==> src/rtl/serial_adder_pkg.sv <==
// Shared constants for the bit-serial adder: FSM state encoding and default width.
package serial_adder_pkg;

   localparam int DEFAULT_WIDTH = 8;

   localparam logic [1:0] IDLE = 2'd0;
   localparam logic [1:0] RUN  = 2'd1;
   localparam logic [1:0] DONE = 2'd2;

endpackage

==> src/rtl/serial_adder_if.sv <==
// Operand-in / result-out handshake bundle for serial_adder.
interface serial_adder_if
   import serial_adder_pkg::*;
#(
   parameter int WIDTH = DEFAULT_WIDTH
);

   logic             in_valid;
   logic             in_ready;
   logic [WIDTH-1:0] a;
   logic [WIDTH-1:0] b;
   logic             cin;
   logic             out_valid;
   logic             out_ready;
   logic [WIDTH-1:0] sum;
   logic             cout;

   modport master (
      output in_valid, a, b, cin, out_ready,
      input  in_ready, out_valid, sum, cout
   );

   modport slave (
      input  in_valid, a, b, cin, out_ready,
      output in_ready, out_valid, sum, cout
   );

endinterface

==> src/rtl/full_adder.sv <==
// One-bit full adder cell; the only arithmetic in the serial adder datapath.
module full_adder (
   input  logic a,
   input  logic b,
   input  logic carry_in,
   output logic sum,
   output logic carry_out
);

   assign sum       = a ^ b ^ carry_in;
   assign carry_out = (a & b) | (carry_in & (a ^ b));

endmodule

==> src/rtl/serial_adder.sv <==
// Bit-serial WIDTH-bit adder: feeds one operand bit pair per clock, LSB first,
// through a single full_adder and assembles the sum in a right-shifting register.
module serial_adder
   import serial_adder_pkg::*;
#(
   parameter int WIDTH = DEFAULT_WIDTH
) (
   input logic           clk,
   input logic           rst,
   serial_adder_if.slave bus
);

   localparam int CW = (WIDTH > 1) ? $clog2(WIDTH) : 1;

   logic [1:0]       state;
   logic [WIDTH-1:0] a_sh;
   logic [WIDTH-1:0] b_sh;
   logic [WIDTH-1:0] s_sh;
   logic [WIDTH-1:0] s_next;
   logic             carry;
   logic [CW-1:0]    cnt;
   logic             fa_sum;
   logic             fa_cout;

   full_adder u_fa (
      .a         (a_sh[0]),
      .b         (b_sh[0]),
      .carry_in  (carry),
      .sum       (fa_sum),
      .carry_out (fa_cout)
   );

   // Written as shift-then-insert so WIDTH = 1 needs no special slice.
   always_comb begin
      s_next            = s_sh >> 1;
      s_next[WIDTH-1]   = fa_sum;
   end

   // NOTE: sequential state uses non-blocking assignments only, so every flop
   // samples pre-edge values regardless of statement order.
   always_ff @(posedge clk) begin
      if (rst) begin
         // NOTE: the datapath registers are reset too, because sum/cout are
         // visible outputs and must read 0 after reset.
         state <= IDLE;
         a_sh  <= '0;
         b_sh  <= '0;
         s_sh  <= '0;
         carry <= 1'b0;
         cnt   <= '0;
      end else begin
         case (state)
            IDLE: begin
               if (bus.in_valid) begin
                  a_sh  <= bus.a;
                  b_sh  <= bus.b;
                  s_sh  <= '0;
                  carry <= bus.cin;
                  cnt   <= '0;
                  state <= RUN;
               end
            end
            RUN: begin
               a_sh  <= a_sh >> 1;
               b_sh  <= b_sh >> 1;
               s_sh  <= s_next;
               carry <= fa_cout;
               cnt   <= cnt + 1'b1;
               if (cnt == CW'(WIDTH - 1)) state <= DONE;
            end
            DONE: begin
               if (bus.out_ready) state <= IDLE;
            end
            default: state <= IDLE;
         endcase
      end
   end

   assign bus.in_ready  = (state == IDLE);
   assign bus.out_valid = (state == DONE);
   assign bus.sum       = s_sh;
   assign bus.cout      = carry;

endmodule

==> src/flat_wrapper.sv <==
// flat-port wrapper written by rule: the top's interface ports become plain ports
module serial_adder_flat import serial_adder_pkg::*;
#(
   parameter int WIDTH = DEFAULT_WIDTH
)
  (clk, rst, bus_in_valid, bus_a, bus_b, bus_cin, bus_out_ready, bus_in_ready, bus_out_valid, bus_sum, bus_cout);
  serial_adder_if #(.WIDTH(WIDTH)) bus_i ();
  input logic clk;
  input logic rst;
  input wire logic [$bits(bus_i.in_valid)-1:0] bus_in_valid;
  input wire logic [$bits(bus_i.a)-1:0] bus_a;
  input wire logic [$bits(bus_i.b)-1:0] bus_b;
  input wire logic [$bits(bus_i.cin)-1:0] bus_cin;
  input wire logic [$bits(bus_i.out_ready)-1:0] bus_out_ready;
  output wire logic [$bits(bus_i.in_ready)-1:0] bus_in_ready;
  output wire logic [$bits(bus_i.out_valid)-1:0] bus_out_valid;
  output wire logic [$bits(bus_i.sum)-1:0] bus_sum;
  output wire logic [$bits(bus_i.cout)-1:0] bus_cout;
  assign bus_i.in_valid = bus_in_valid;
  assign bus_i.a = bus_a;
  assign bus_i.b = bus_b;
  assign bus_i.cin = bus_cin;
  assign bus_i.out_ready = bus_out_ready;
  assign bus_in_ready = bus_i.in_ready;
  assign bus_out_valid = bus_i.out_valid;
  assign bus_sum = bus_i.sum;
  assign bus_cout = bus_i.cout;
  serial_adder #(.WIDTH(WIDTH)) u_core (.clk(clk), .rst(rst), .bus(bus_i));
endmodule
==> config.mk <==
export PLATFORM = sky130hd
export DESIGN_NAME = serial_adder_flat
export DESIGN_NICKNAME = d
export VERILOG_FILES = /design/src/rtl/serial_adder_pkg.sv /design/src/rtl/serial_adder_if.sv /design/src/rtl/full_adder.sv /design/src/rtl/serial_adder.sv /design/src/flat_wrapper.sv
export SDC_FILE = /design/constraint.sdc
export NUM_CORES = 1
export LEC_CHECK = 0
export BUFFER_PORTS_ARGS = -buffer_cell sky130_fd_sc_hd__buf_2
export CORE_UTILIZATION = 48
export DETAILED_ROUTE_END_ITERATION = 8
export PLACE_DENSITY = 0.83
export SYNTH_ARGS = -nofsm -noshare
export SYNTH_HDL_FRONTEND = slang
export SYNTH_SLANG_ARGS = --single-unit
==> constraint.sdc <==
create_clock -name clk -period 1.77 [get_ports clk]
set_clock_uncertainty 0.15 [all_clocks]
set_input_delay 0.0885 -clock clk [delete_from_list [all_inputs] [get_ports clk]]
set_output_delay 0.0885 -clock clk [all_outputs]
set_load 0.05 [all_outputs]
# Yosys cells after proc, flatten, opt, wreduce, memory -nomap -nowiden
# Cells that the tools add are included.
# Widths: inputs -> output; s select.
[word_totals]
reg_bits = 30
input_bits = 21
output_inout_bits = 11
wordCells = 36
[classes]
n_addsub = 1
n_eq_ne = 6
muxes = 14
bitwise_logic = 5
reduce_logical = 4
[op_table]
columns = ["op", "count"]
rows = [
  ["$pmux 8 s2", 3],
  ["$mux 8", 3],
  ["$mux 2", 3],
  ["$pmux 2 s3", 1],
  ["$pmux 3 s2", 1],
  ["$ne 2x2->1 const B", 2],
  ["$add 3x1->3 const B", 1],
  ["$eq 3x3->1 const B", 1],
  ["$mux 3", 1],
  ["$reduce_and 3->1", 1],
  ["$and 1x1->1", 2],
  ["$eq 2x1->1 const B", 1],
  ["$eq 2x2->1 const B", 1],
  ["$logic_not 2->1", 1],
  ["$ne 2x1->1 const B", 1],
  ["$pmux 1 s2", 1],
  ["$reduce_and 2->1", 1],
  ["$reduce_bool 2->1", 1],
  ["$xor 1x1->1", 2],
  ["$mux 1", 1],
  ["$or 1x1->1", 1],
]

# Logic depth before layout (Yosys ltp)
# Gate-level depths: netlist of run 1.
[depth]
ltp_word = 4
ltp_mapped = 5
mapped_depth_nobuf = 5

# Hierarchy
# A second synthesis of run 1 with hierarchy kept.
[unflattened]
hier_cells = 147
hier_area_um2 = 1233.7
[modules_own_cells]
columns = ["mod", "instances", "cells_each", "area_each_um2", "seq_area_each_um2"]
rows = [
  ["serial_adder", 1, 146, 1213.7, 600.6],
  ["full_adder", 1, 1, 20.0, 0.0],
]

# Worst setup path before layout of run 1
# OpenSTA, ideal clock, no wires.
[synth_timing]
path_kind = "register to register"
from = "register u_core.carry, in the netlist u_core.bus.cout"
to = "register u_core.s_sh[7], in the netlist u_core.bus.sum[7]"
setup_ps = 135
arrival_time_ps = 1481
t_required_ps = 1485
setup_slack_ps = 5
stages_incl_launch_ff = 5
n_path_buf = 0
synth_period_minus_slack_ps = 1765
path_cell_list = "dfxtp_1 inv_1 fa_1 a2bb2oi_1 nor2_1"
[synth_between]
elab_chain_cells = 2
[synth_lines]
columns = ["element", "line", "text"]
rows = [
  ["start, declared", "serial_adder.sv:20", "logic carry;"],
  ["start signal, assigned", "serial_adder.sv:58", "carry <= bus.cin;"],
  ["start signal, assigned", "serial_adder.sv:67", "carry <= fa_cout;"],
  ["$xor 1x1->1", "full_adder.sv:10", "assign sum = a ^ b ^ carry_in;"],
  ["$pmux 8 s2", "serial_adder.sv:52", "case (state)"],
  ["end signal, assigned", "serial_adder.sv:66", "s_sh <= s_next;"],
  ["end, declared", "serial_adder.sv:18", "logic [WIDTH-1:0] s_sh;"],
]
# No other way between the ends.
# A chain may end at the register's enable or synchronous reset.

# Worst setup path in the final report of run 1
[layout_timing]
from = "register u_core.state[0]"
to = "output port bus_out_valid"
[layout_between]
elab_chain_cells = 1
[layout_lines]
columns = ["element", "line", "text"]
rows = [
  ["start, declared", "serial_adder.sv:15", "logic [1:0] state;"],
  ["start signal, assigned", "serial_adder.sv:45", "state <= IDLE;"],
  ["start signal, assigned", "serial_adder.sv:60", "state <= RUN;"],
  ["start signal, assigned", "serial_adder.sv:69", "if (cnt == CW'(WIDTH - 1)) state <= DONE;"],
  ["$eq 2x2->1", "serial_adder.sv:80", "assign bus.out_valid = (state == DONE);"],
  ["end, declared", "flat_wrapper.sv:16", "output wire logic [$bits(bus_i.out_valid)-1:0] bus_out_valid;"],
]
# No other way between the ends.

==> results of run 1 <==
-- path summary, 6_finish.rpt --
kind                                              startpoint                        endpoint  slack, ps  cells past startpoint
worst min register to register   u_core.a_sh[7]$_SDFFE_PP0P_     u_core.a_sh[7]$_SDFFE_PP0P_        340                      2
worst max-delay path            u_core.state[0]$_SDFFE_PP0P_                   bus_out_valid        160                      3
worst max register to register  u_core.state[0]$_SDFFE_PP0P_  u_core.bus.sum[5]$_SDFFE_PP0P_        280                      4
worst min-delay path                                bus_b[0]     u_core.b_sh[0]$_SDFFE_PP0P_         20                      3
-- repair_timing --
item	CTS	global route
endpoints found under the hold margin	17	0
gates resized for setup	0	0
hold buffers	17	0
-- cell families (layout without fill, tap and decap cells) --
family,after synthesis,after routing,synth area share
multiplexers,12,12,0.08897
adder cells (fa/ha/maj),3,3,0.03336
flip-flops,30,30,0.4449
AO/OA/AOI/OAI,30,30,0.2113
buffers and inverters,15,63,0.07043
AND/OR/NAND/NOR,46,46,0.1511
-- per-layer routing --
metal  part of all wire  wire length [µm]  up-vias
li1                   -                 -      573
met1               0.42              1149      523
met2               0.51              1399       29
met3              0.048               133       10
met4              0.026                72        0
met5                  0                 0        -
-- Yosys cell counts --
library cell	instances	area [µm²]
nand3b_1	2	15.01
a211oi_2	11	137.6
fa_1	1	20.02
o21bai_2	1	11.26
o21ai_0	2	10.01
and2b_1	1	7.510
nand2b_1	1	6.260
nor4_1	3	18.77
a211oi_1	1	7.510
clkbuf_1	3	11.26
buf_4	2	15.01
a2111oi_2	1	15.01
or3b_1	1	8.760
o21ba_1	1	10.01
ha_1	2	25.02
a2bb2oi_1	1	8.760
nor2_1	36	135.1
nor2b_1	2	12.51
a21oi_1	2	10.01
a22oi_1	10	75.07
mux2i_1	12	120.1
inv_1	5	18.77
buf_6	4	45.04
dfxtp_1	30	600.6
buf_2	1	5.000
-- report_power, final --
part	internal [µW]	switching (µW)	total, µW
registers	714	22.6	737
clock network	142	230	372
logic	118	134	252
-- final cells by class --
cell class | count | area share
clock inverter | 2 | 0.005822
clock buffer | 5 | 0.02183
inverter | 5 | 0.01092
tap | 30 | 0.02183
multi-input combinational | 91 | 0.3806
timing repair buffer | 51 | 0.2096
sequential | 30 | 0.3493
-- stage by stage --
step | util | setup slack (ps) | instances
3_3_place_gp | 0.5848 | 373.7 | 190
3_5_place_dp | 0.5848 | 290.7 | 190
4_1_cts | 0.6696 | 149.2 | 214
2_1_floorplan | - | 4.627 | 136
6_report | 0.6696 | 156.1 | 214
5_1_grt | 0.6696 | 96.03 | 214
-- tightest hold or removal path: cells and delay by family --
kind	cells	cell delay (ps)
multiplexers	1	80
AO/OA/AOI/OAI	1	220
buffers and inverters	1	70
-- registers in the layout, summed over array words and instances (netlist names) --
register,cells
u_core.a_sh,8
u_core.b_sh,8
u_core.bus.sum,8
u_core.cnt,3
u_core.state,2
u_core.bus.cout,1
==> results.py, run 1 <==
metrics = {
    "status": {
        "status": "finished, final reports clean",
    },
    "grt": {
        "grt_max_degree": 31,
        "gr-usage-met2": 0.3735,
        "grt_pass1_wl_um": 4374,
        "antenna_found_initial": 0,
        "use_met3": 0.06011,
        "track_usage": 0.2176,
        "overflow": 0,
        "grt_pass1_vias": 1052,
        "use_met1": 0.2204,
        "busiest_layer": "met2",
    },
    "setup_path": {
        "cp_slowest_cell": "dfxtp_1",
        "critical_path.max_fanout": 15,
        "cpPeakStageDelay_ps": 360,
        "startpoint_type": "flop",
        "required_ps": 1530,
        "crit_type": "flop to output port",
        "end_kind": "output port",
        "crit_family": "buffers and inverters",
        "crit_buf_inv": 2,
        "path_cells": "buf_4 -> nor2b_1 -> buf_2",
        "worstPathArrival_ps": 1380,
    },
    "placement": {
        "placed_area_um2": 1501,
        "portBuffers": 31,
        "finalWeightedCongestion": 0.7490,
        "dp_hpwl_um": 1804,
    },
    "clocking": {
        "cts_tree": "done",
        "clkTransAtPathRegs_ps": 100,
        "cts_made_buffers": 5,
        "clock_sinks": 30,
        "clock_latency_ps": 340,
        "post-cts-setup-buffers": 0,
        "clk_path_buf_depth": 2,
        "htreeDepth": 2,
        "cts_root_buffer": "clkbuf_4",
    },
    "synthesis": {
        "synth.cell_area_um2": 1350,
        "yosysUniqueCellTypes": 25,
        "synth_seq_cells": 30,
        "syn_area_per_cell_um2": 9.927,
        "syn_nets": 160,
        "ys.warnings.count": 0,
        "synth_seq_area_share": 0.4449,
        "syn_inst": 136,
    },
    "finish": {
        "multi_input_area_um2": 654.4,
        "final_common_cell": "nor2_1",
        "num-nets-final": 208,
        "final_cell_area_um2": 1719,
        "nFillCells": 218,
        "diodes": 0,
        "final_cell_mix": "nor2_1 (36), buf_2 (31), dfxtp_1 (30)",
        "area_growth_pct": 27.34,
        "seq_area_um2": 600.6,
        "layout-drive-gt1-share": 0.2935,
    },
    "sta": {
        "relSlewSlack": 0.5640,
        "tightest_slew_ps": 654.0,
        "post-route-min-period_ps": 1614,
        "setup_tns_ps": 0,
        "drv_slew": 0,
        "fmax_mhz": 619.6,
        "fin_crit_sh": 0.9118,
        "holdWs_ps": 23.93,
        "setup_viol": 0,
        "rsz0062_at_grt": "no",
        "finalHoldViolations": 0,
    },
    "floorplanning": {
        "row_count": 18,
        "die_x_um": 55.04,
        "initial_utilization": 0.5258,
        "coreArea_um2": 2567,
        "dieArea_um2": 3029,
        "die_height_um": 55.04,
        "pin_count": 32,
    },
    "drt": {
        "drc_errors": 0,
        "via_count": 1135,
        "dr.first_iter.drc_count": 31,
        "drt_pass1_iterations": 4,
        "wl_per_cell_um": 12.87,
        "via_per_inst": 5.304,
        "wl_um": 2754,
        "ant_nets": 0,
    },
    "pwr": {
        "ir_drop_mv": 0.5772,
        "cellPowerDensity_nw_per_um2": 791.2,
        "finalPower_uw": 1360,
        "leakage_uw": 0.0007606,
    },
    "run": {
        "drv_cap": 0,
    },
    "min_path": {
        "hold_path.class": "input port to flop",
    },
}
(Power assumes the default switching activity.)
==> run 2, diff against run 1 <==
--- a/config.mk
+++ b/config.mk
@@ -5,10 +5,12 @@
 export SDC_FILE = /design/constraint.sdc
 export NUM_CORES = 1
 export LEC_CHECK = 0
+export ABC_AREA = 1
 export BUFFER_PORTS_ARGS = -buffer_cell sky130_fd_sc_hd__buf_2
+export CORE_MARGIN = 5
 export CORE_UTILIZATION = 48
 export DETAILED_ROUTE_END_ITERATION = 8
-export PLACE_DENSITY = 0.83
+export PLACE_DENSITY = 0.82
 export SYNTH_ARGS = -nofsm -noshare
 export SYNTH_HDL_FRONTEND = slang
 export SYNTH_SLANG_ARGS = --single-unit
==> results.py, run 2 <==
metrics = {
    "floorplanning": {
        "coreArea_um2": 2805,
        "die_height_um": 64.71,
        "pin_count": 32,
        "dieArea_um2": 4187,
        "initial_utilization": 0.5120,
        "die_x_um": 64.71,
        "row_count": 19,
    },
    "grt": {
        "antenna_found_initial": 0,
        "gr-usage-met2": 0.2733,
        "grt_max_degree": 26,
        "use_met1": 0.2126,
        "overflow": 0,
        "busiest_layer": "met2",
        "grt_pass1_vias": 1288,
        "track_usage": 0.1683,
        "grt_pass1_wl_um": 5547,
        "use_met3": 0.05872,
    },
    "finish": {
        "diodes": 0,
        "nFillCells": 257,
        "num-nets-final": 275,
        "final_common_cell": "nand3_1",
        "area_growth_pct": 28.66,
        "layout-drive-gt1-share": 0.1944,
        "postLayoutCoreUtil": 0.6588,
        "final_cell_mix": "nand3_1 (52), nand2_1 (31), buf_2 (31)",
        "seq_area_um2": 600.6,
        "multi_input_area_um2": 630.6,
        "instances_no_fill": 283,
    },
    "setup_path": {
        "crit_type": "flop to output port",
        "required_ps": 1530,
        "end_kind": "output port",
        "critical_path.max_fanout": 5,
        "startpoint_type": "flop",
        "worstPathArrival_ps": 1270,
    },
    "drt": {
        "drt_pass1_iterations": 4,
        "drc_errors": 0,
        "ant_nets": 0,
        "dr.first_iter.drc_count": 91,
        "via_per_inst": 5.127,
        "via_count": 1451,
        "wl_um": 3289,
        "wl_per_cell_um": 11.62,
    },
    "synthesis": {
        "synth.area.top_cells": "dfxtp_1 (42%), nand3_1 (18%), a21oi_1 (8.4%)",
        "yosys.area.top_type_share": 0.4181,
        "ys.warnings.count": 0,
        "synth_flop_cell": "dfxtp_1",
        "netlist_top_cells_count": "nand3_1 (52), nand2_1 (31), dfxtp_1 (30), inv_1 (29), a21oi_1 (24)",
        "synth_seq_area_share": 0.4181,
        "syn_inst": 202,
        "synth_area_leader_cell": "dfxtp_1",
        "syn_nets": 226,
        "async_flop_share": 0,
        "synth_seq_cells": 30,
        "syn_area_per_cell_um2": 7.111,
        "synth.cell_area_um2": 1436,
        "synth.most_common_cell": "nand3_1",
        "yosysUniqueCellTypes": 20,
        "synth_edf_count": 0,
    },
    "pwr": {
        "finalPower_uw": 1515,
        "p_seq_frac": 0.486,
        "p_clk_frac": 0.336,
        "swShare": 0.2745,
        "internal_power_uw": 1099,
        "ir_drop_mv": 0.5991,
        "p_comb_frac": 0.178,
        "p_switching_uw": 416.1,
        "cellPowerDensity_nw_per_um2": 820.1,
        "leakage_uw": 0.0008775,
    },
    "sta": {
        "fin_crit_sh": 0.8531,
        "finalHoldViolations": 0,
        "relSlewSlack": 0.7619,
        "holdWs_ps": 18.19,
        "setup_tns_ps": 0,
        "fmax_mhz": 662.3,
        "setup_viol": 0,
        "tightest_slew_ps": 356.4,
        "rsz0062_at_grt": "no",
        "post-route-min-period_ps": 1510,
        "drv_slew": 0,
    },
    "clocking": {
        "clkTransAtPathRegs_ps": 90,
        "clock_latency_ps": 330,
        "htreeDepth": 2,
        "clk_path_buf_depth": 2,
        "cts_made_buffers": 5,
        "cts_resized": 0,
        "clock_sinks": 30,
        "cts_root_buffer": "clkbuf_4",
        "cts_tree": "done",
    },
    "placement": {
        "dp_hpwl_um": 2186,
        "finalWeightedCongestion": 0.8294,
        "dp_cells": 256,
        "portBuffers": 31,
    },
    "status": {
        "status": "finished, final reports clean",
    },
    "run": {
        "drv_cap": 0,
    },
    "min_path": {
        "hold_path.class": "input port to flop",
    },
}
## run 2: cell count changes after synthesis, moves of 4 or more
cell,before,now
nor2_1,36,9
nand2_1,0,31
nand3_1,0,52
inv_1,5,29
a21oi_1,2,24
mux2i_1,12,0
a22oi_1,10,0
buf_2,1,5
a211oi_2,11,0
## run 2: final timing paths
check                                 start                             end  slack (ps)  cells after the start
max            u_core.state[0]$_SDFFE_PP0P_                    bus_in_ready         260                      2
min                            bus_in_valid     u_core.a_sh[1]$_SDFFE_PP0P_          20                      5
max reg2reg    u_core.state[1]$_SDFFE_PP0P_     u_core.a_sh[5]$_SDFFE_PP0P_         300                      6
min reg2reg  u_core.bus.sum[0]$_SDFFE_PP0P_  u_core.bus.sum[0]$_SDFFE_PP0P_         330                      2
## run 2: power by group through the flow
| stage | Sequential, µW | Clock (µW) | Combinational [µW] |
|---|---|---|---|
| after floorplan | 760 | 0 | 174 |
| after global placement | 751 | 0 | 234 |
| after detailed placement | 752 | 0 | 236 |
| after CTS | 736 | 521 | 270 |
| after global routing | 742 | 553 | 303 |
| final | 737 | 509 | 269 |
## run 2: layout make-up
type,instances,area share
Tap cell,31,0.02099
Multi-Input combinational cell,128,0.3412
Inverter,31,0.06297
Timing Repair Buffer,55,0.2072
Clock buffer,8,0.04265
Sequential cell,30,0.3250
## run 2: timing repair
item	CTS	global route
hold buffers	19	0
buffers inserted	0	0
setup endpoints to repair	0	0
hold endpoints to repair	25	0
## run 2: worst max-delay path, stage by stage, from the launching register on
cell,delay [ps]
dfxtp_1,360
nor2_1,260
buf_2,320
## run 2: through the flow
step           setup slack [ps]  cell area, µm²
6_report                  260.1            1848
5_1_grt                   157.4            1848
4_1_cts                   238.3            1848
3_5_place_dp              330.8            1579
3_3_place_gp              336.3            1579
2_1_floorplan             22.99            1436
## run 2: layer usage
layer | wire (µm) | up-vias
li1 | - | 748
met1 | 1499 | 657
met2 | 1570 | 44
met3 | 190 | 2
met4 | 29 | 0
met5 | 0 | -
## run 2: cells by family after synthesis
kind of cell,after synthesis,synth area share
adders and majority gates,3,0.03136
buffers and inverters,44,0.1429
AOI/OAI and AO/OA,28,0.09931
DFF,30,0.4181
and+or+nand+nor,97,0.3084
